**src/rtl/axis_sync_fifo_param_if.sv**
```systemverilog
// AXI-Stream handshake bundle for axis_sync_fifo_param; tlast present when AXIS_FIFO_TLAST_EN is defined.
interface axis_sync_fifo_param_if #(
  parameter int unsigned DATA_W = 256
) ();
  logic              tvalid;
  logic              tready;
  logic [DATA_W-1:0] tdata;
`ifdef AXIS_FIFO_TLAST_EN
  logic              tlast;

  modport master (output tvalid, output tdata, output tlast, input tready);
  modport slave  (input tvalid, input tdata, input tlast, output tready);
`else
  modport master (output tvalid, output tdata, input tready);
  modport slave  (input tvalid, input tdata, output tready);
`endif
endinterface

```
**src/rtl/axis_sync_fifo_param.sv**
```systemverilog
// Single-clock AXI-Stream FIFO: DEPTH-1 entry memory plus a registered FWFT output stage.
// Optional tlast sideband enabled by defining AXIS_FIFO_TLAST_EN.
module axis_sync_fifo_param #(
  parameter int unsigned DATA_W     = 256,
  parameter int unsigned DEPTH_LOG2 = 4,
  parameter int unsigned AF_TH      = 12,
  parameter int unsigned AE_TH      = 2
) (
  input  logic                     axis_clk,
  input  logic                     rst,
  axis_sync_fifo_param_if.slave    s_axis,
  axis_sync_fifo_param_if.master   m_axis,
  output logic [DEPTH_LOG2:0]      level,
  output logic                     almost_full,
  output logic                     almost_empty
);

  localparam int unsigned DEPTH     = 1 << DEPTH_LOG2;
  localparam int unsigned MEM_DEPTH = DEPTH - 1;
  localparam int unsigned PTR_W     = DEPTH_LOG2;
  localparam int unsigned LVL_W     = DEPTH_LOG2 + 1;
`ifdef AXIS_FIFO_TLAST_EN
  localparam int unsigned ENT_W     = DATA_W + 1;
`else
  localparam int unsigned ENT_W     = DATA_W;
`endif

  logic [ENT_W-1:0] mem [MEM_DEPTH];

  logic [PTR_W-1:0] wr_ptr_q, wr_ptr_d;
  logic [PTR_W-1:0] rd_ptr_q, rd_ptr_d;
  logic [LVL_W-1:0] level_d;
  logic             tready_q;
  logic             out_valid_q, out_valid_d;
  logic [ENT_W-1:0] out_q, out_d;

  logic             push_c, pop_c, load_c, mem_rd_c, mem_wr_c;
  logic [LVL_W-1:0] mem_cnt_c;
  logic [ENT_W-1:0] s_entry_c;

  // Pointers wrap modulo the memory depth, which is not a power of two.
  function automatic logic [PTR_W-1:0] ptr_inc(input logic [PTR_W-1:0] p);
    return (p == PTR_W'(MEM_DEPTH - 1)) ? '0 : p + PTR_W'(1);
  endfunction

`ifdef AXIS_FIFO_TLAST_EN
  assign s_entry_c = {s_axis.tlast, s_axis.tdata};
  assign m_axis.tlast = out_q[DATA_W];
`else
  assign s_entry_c = s_axis.tdata;
`endif

  assign s_axis.tready = tready_q;
  assign m_axis.tvalid = out_valid_q;
  assign m_axis.tdata  = out_q[DATA_W-1:0];

  // Next-state: output stage refills from memory, or straight from the input when memory is empty.
  always_comb begin
    push_c      = s_axis.tvalid && tready_q;
    pop_c       = out_valid_q && m_axis.tready;
    load_c      = !out_valid_q || pop_c;
    mem_cnt_c   = level - LVL_W'(out_valid_q);
    mem_rd_c    = load_c && (mem_cnt_c != '0);
    mem_wr_c    = push_c && !(load_c && (mem_cnt_c == '0));
    out_valid_d = out_valid_q;
    out_d       = out_q;
    if (mem_rd_c) begin
      out_valid_d = 1'b1;
      out_d       = mem[rd_ptr_q];
    end else if (load_c) begin
      out_valid_d = push_c;
      if (push_c) out_d = s_entry_c;
    end
    rd_ptr_d = mem_rd_c ? ptr_inc(rd_ptr_q) : rd_ptr_q;
    wr_ptr_d = mem_wr_c ? ptr_inc(wr_ptr_q) : wr_ptr_q;
    level_d  = level + LVL_W'(push_c) - LVL_W'(pop_c);
  end

  always_ff @(posedge axis_clk or negedge rst) begin
    if (!rst) begin
      wr_ptr_q     <= '0;
      rd_ptr_q     <= '0;
      level        <= '0;
      tready_q     <= 1'b0;
      out_valid_q  <= 1'b0;
      out_q        <= '0;
      almost_full  <= 1'b0;
      almost_empty <= 1'b1;
    end else begin
      wr_ptr_q     <= wr_ptr_d;
      rd_ptr_q     <= rd_ptr_d;
      level        <= level_d;
      tready_q     <= level_d < LVL_W'(DEPTH);
      out_valid_q  <= out_valid_d;
      out_q        <= out_d;
      almost_full  <= level_d >= LVL_W'(AF_TH);
      almost_empty <= level_d <= LVL_W'(AE_TH);
    end
  end

  // Storage array carries no reset; validity is tracked by level.
  always_ff @(posedge axis_clk) begin
    if (mem_wr_c) mem[wr_ptr_q] <= s_entry_c;
  end

endmodule
```
**src/flat_wrapper.sv**
```systemverilog
// flat-port wrapper written by rule: the top's interface ports become plain ports
module axis_sync_fifo_param_flat 
#(
  parameter int unsigned DATA_W     = 256,
  parameter int unsigned DEPTH_LOG2 = 4,
  parameter int unsigned AF_TH      = 12,
  parameter int unsigned AE_TH      = 2
)
  (axis_clk, rst, level, almost_full, almost_empty, s_axis_tvalid, s_axis_tdata, s_axis_tready, m_axis_tvalid, m_axis_tdata, m_axis_tready);
  axis_sync_fifo_param_if #(.DATA_W(DATA_W)) s_axis_i ();
  axis_sync_fifo_param_if #(.DATA_W(DATA_W)) m_axis_i ();
  input  logic axis_clk;
  input  logic rst;
  output logic [DEPTH_LOG2:0] level;
  output logic almost_full;
  output logic almost_empty;
  input wire logic [$bits(s_axis_i.tvalid)-1:0] s_axis_tvalid;
  input wire logic [$bits(s_axis_i.tdata)-1:0] s_axis_tdata;
  output wire logic [$bits(s_axis_i.tready)-1:0] s_axis_tready;
  output wire logic [$bits(m_axis_i.tvalid)-1:0] m_axis_tvalid;
  output wire logic [$bits(m_axis_i.tdata)-1:0] m_axis_tdata;
  input wire logic [$bits(m_axis_i.tready)-1:0] m_axis_tready;
  assign s_axis_i.tvalid = s_axis_tvalid;
  assign s_axis_i.tdata = s_axis_tdata;
  assign s_axis_tready = s_axis_i.tready;
  assign m_axis_tvalid = m_axis_i.tvalid;
  assign m_axis_tdata = m_axis_i.tdata;
  assign m_axis_i.tready = m_axis_tready;
  axis_sync_fifo_param #(.DATA_W(DATA_W), .DEPTH_LOG2(DEPTH_LOG2), .AF_TH(AF_TH), .AE_TH(AE_TH)) u_core (.axis_clk(axis_clk), .rst(rst), .s_axis(s_axis_i), .m_axis(m_axis_i), .level(level), .almost_full(almost_full), .almost_empty(almost_empty));
endmodule
```
**config.mk**
```make
export PLATFORM = sky130hd
export DESIGN_NAME = axis_sync_fifo_param_flat
export DESIGN_NICKNAME = d
export VERILOG_FILES = /design/src/rtl/axis_sync_fifo_param_if.sv /design/src/rtl/axis_sync_fifo_param.sv /design/src/flat_wrapper.sv
export SDC_FILE = /design/constraint.sdc
export NUM_CORES = 2
export LEC_CHECK = 0
export ABC_CLOCK_PERIOD_IN_PS = 54000
export BUFFER_PORTS_ARGS = -buffer_cell sky130_fd_sc_hd__buf_2
export CORE_ASPECT_RATIO = 1.2
export CORE_MARGIN = 5
export CORE_UTILIZATION = 25
export CTS_CLUSTER_SIZE = 14
export DETAILED_ROUTE_END_ITERATION = 6
export GPL_TIMING_DRIVEN = 0
export SYNTH_ARGS = -nofsm -noshare
export SYNTH_HDL_FRONTEND = slang
export SYNTH_SLANG_ARGS = --single-unit
```
**constraint.sdc**
```tcl
create_clock -name axis_clk -period 54 [get_ports axis_clk]
set_input_delay 10.8 -clock axis_clk [delete_from_list [all_inputs] [get_ports axis_clk]]
set_output_delay 10.8 -clock axis_clk [all_outputs]
set_load 0.05 [all_outputs]
```
==> results.cfg <==
[timing]
setup_viol = 0
worst_pin_slew_ns = 1.32
finalHoldViolCount = 0
maxSlewViolCount = 0
layout_min_cycle_time_ns = 14.31
skew_ns = 0.0588
grt_setup_unrepaired = false
post-route-period-util_pct = 26.5
max_slew_margin_pct = 12.3
max_freq_mhz = 69.9

[worst_setup_path]
rr_startpoint = u_core.level[2]$_DFF_PN0_
cp.arrival_ns = 14.99
timing.rr.end = u_core.mem[0][40]$_DFFE_PP_
worst_setup_path_start_kind = input port
crit_top_cell = buf_4
path_max_fanout = 8
worstSetupPathType = input port to register
end_kind = register
slowest_stage = nor4_2
crit_start = m_axis_tready
path_cells = buf_2 -> nand2b_1 -> a211o_1 -> nor4_2 -> buf_4 -> buf_4 -> buf_4 -> buf_4 -> buf_4 -> buf_4 -> buf_4 -> buf_4 -> buf_4 -> buf_4 -> buf_6 -> buf_4
required_ns = 54.68
rr_worst_depth = 19
rrSetupSlack_ns = 48.43
critPathMaxStageDelay_ns = 0.73

[clock_network]
insertion_delay_ns = 1.01
cts_setup_buffers = 0
cts_tree = done
htree_levels = 5
clock-sinks = 4113
numCtsBuffers = 385
root_buffer = clkbuf_16
clockBufferDepth = 4
hold_buffers = 0
cts-resized-gates = 0
cts.reportedPaths.clkPinSlew_ns = 0.06

[yosys]
async_flop_share_pct = 6.64
synth-seq-cells = 4113
synth-edff-count = 3840
synth_ff_type = edfxtp_1
yosysUniqueCellTypes = 46
mappedNetlistArea_mm2 = 0.159
syn_avg_cell_area_um2 = 18.7
ys_seq_area_share_pct = 77.0
syn_inst = 8495
syn-num-nets = 8764
yosys_warnings = 0

[min_path]
hold_start = u_core.m_axis.tdata[214]$_DFFE_PN0P_
holdPathEnd = u_core.m_axis.tdata[214]$_DFFE_PN0P_
hold_class = register to register
hold_path_depth = 2

[finish]
syn_to_final_growth_pct = 20.1
drive_above_1_share_pct = 26.5
n_fill_cell = 61800
nets = 10100
final_util_pct = 30.1

[placed_design]
gp_congestion = 0.749
port_buffers = 524
post-dp-hpwl_um = 357000

[die]
die_h_um = 883
initial_core_util_pct = 25.1
io_pins = 525
core_area_mm2 = 0.633
fp.dieW_um = 737
placementRows = 320
dieArea_mm2 = 0.651

[pwr]
leakagePower_nw = 61.9
ir_drop_mv = 0.0289
total_power_mw = 9.94
power.density_mw_per_mm2 = 52.2

[global_routing]
grt_pass1_vias = 87200
grt_antenna_before_repair = 154
grt_start_max_net_pins = 85
grt-ovfl-total = 0
grt_pass1_wl_um = 698000
track_usage_pct = 15.0

[run]
max-cap-violations = 0

[detailed_routing]
drc = 0
wl_per_cell_um = 27.2
drt-total-wl_um = 506000
avgViaCountPerCell = 4.67
drt_first_pass_iters = 5
ant_nets = 0
dr_total_vias = 87000
drt_iter0_drc = 8237

[outcome]
status = finished, final reports clean
==> critical path: cells and delay by family <==
family	cells	cell delay, ns
AOI/OAI and AO/OA	1	0.54
buffers and inverters	13	2.60
and+or+nand+nor	2	0.99
==> metrics by stage <==
step / instance area (µm²) / cells / setup slack [ns] / setup TNS (ns) / hold slack, ns
floorplan: 159000 / 8495 / 16.97 / 0 / 0.506
global placement: 172000 / 17400 / -17.55 / -8648.56 / 0.502
detailed placement: 178000 / 17800 / 38.70 / 0 / 0.512
CTS: 190000 / 18600 / 39.80 / 0 / 0.527
global route: 190000 / 18600 / 39.63 / 0 / 0.547
finish: 190000 / 18600 / 39.70 / 0 / 0.521
==> layout by cell type, fill, tap and decap left out, types with 227 or more instances in the layout <==
master and count:
a21oi_1 227, buf_2 701, clkbuf_1 397, clkbuf_16 387, dfrtp_1 272, edfxtp_1 3840
mux2_2 437, mux2i_1 588, mux4_2 512, nand2_1 570, nor3_1 540, o21ai_0 298
==> power breakdown <==
group          switching, mW  internal (mW)  total [mW]  leakage [nW]
combinational           2.24           1.09        3.33          18.1
clock                   1.22           1.51        2.73          6.10
sequential             0.125           3.76        3.89          37.7
total                   3.59           6.36        9.94          61.9
==> per-layer routing <==
metal / wire, µm / vias to the layer above / global-route usage, % / part of all wire [%]
met1: 197000 / 46000 / 18.4 / 39
met2: 249000 / 3106 / 25.3 / 49
li1: - / 37000 / - / -
met3: 39900 / 856 / 3.90 / 7.9
met5: 485 / - / 0 / 0.096
met4: 19800 / 78 / 5.82 / 3.9
==> synthesized netlist by cell type, drive strengths merged, types with 8 or more instances <==
cell	instances	area share [%]
inv	14	0.033
dfrtp	272	4.3
o21ai	300	0.95
a31oi	78	0.31
buf	214	0.67
mux2i	588	3.7
mux2	437	3.1
clkbuf	321	0.76
ha	8	0.063
a21oi	228	0.72
a22oi	83	0.39
mux4	512	7.3
a221oi	215	1.2
nand2	570	1.3
edfxtp	3840	73
nor3	546	1.7
nor2	193	0.46
o22ai	34	0.13
==> logic make-up after synthesis <==
| kind of cell | count (synthesis) | share of synthesized area [%] |
|---|---|---|
| xor gates and xnor gates | 4 | 0.0221 |
| muxes | 1537 | 14.1 |
| buffers and inverters | 550 | 1.46 |
| AOI/OAI and AO/OA | 951 | 3.77 |
| DFF | 4113 | 77.0 |
| and+or+nand+nor | 1331 | 3.62 |
| adders and majority gates | 9 | 0.0757 |
==> layout make-up <==
cell class	count	area, µm²	share of cell area, %
sequential	4113	122000	64.1
buffer	535	2310	1.21
multi-input combinational	3832	34300	18.0
clock buffer	523	10500	5.50
inverter	15	56.3	0.0296
antenna	71	178	0.0933
timing repair buffer	969	8490	4.46
tap	8372	10500	5.50
clock inverter	195	2040	1.07
==> flip-flops by register name (all words and copies together), names as in the netlist, 4 cells and up <==
register,flops
u_core.mem,3840
u_core.m_axis.tdata,256
u_core.level,5
u_core.rd_ptr_q,4
u_core.wr_ptr_q,4
==> how the worst max path moves through the flow <==
stage                                  endpoint  slack, ns  depth (start not counted)
finish              u_core.mem[0][40]$_DFFE_PP_      39.70                         16
CTS                 u_core.mem[0][40]$_DFFE_PP_      39.80                         16
detailed placement  u_core.mem[0][40]$_DFFE_PP_      38.70                         16
global placement     u_core.mem[2][7]$_DFFE_PP_     -17.55                          6
global route        u_core.mem[0][15]$_DFFE_PP_      39.63                         16
floorplan            u_core.mem[2][0]$_DFFE_PP_      16.97                          5
Power figures use the tool's default switching activity.
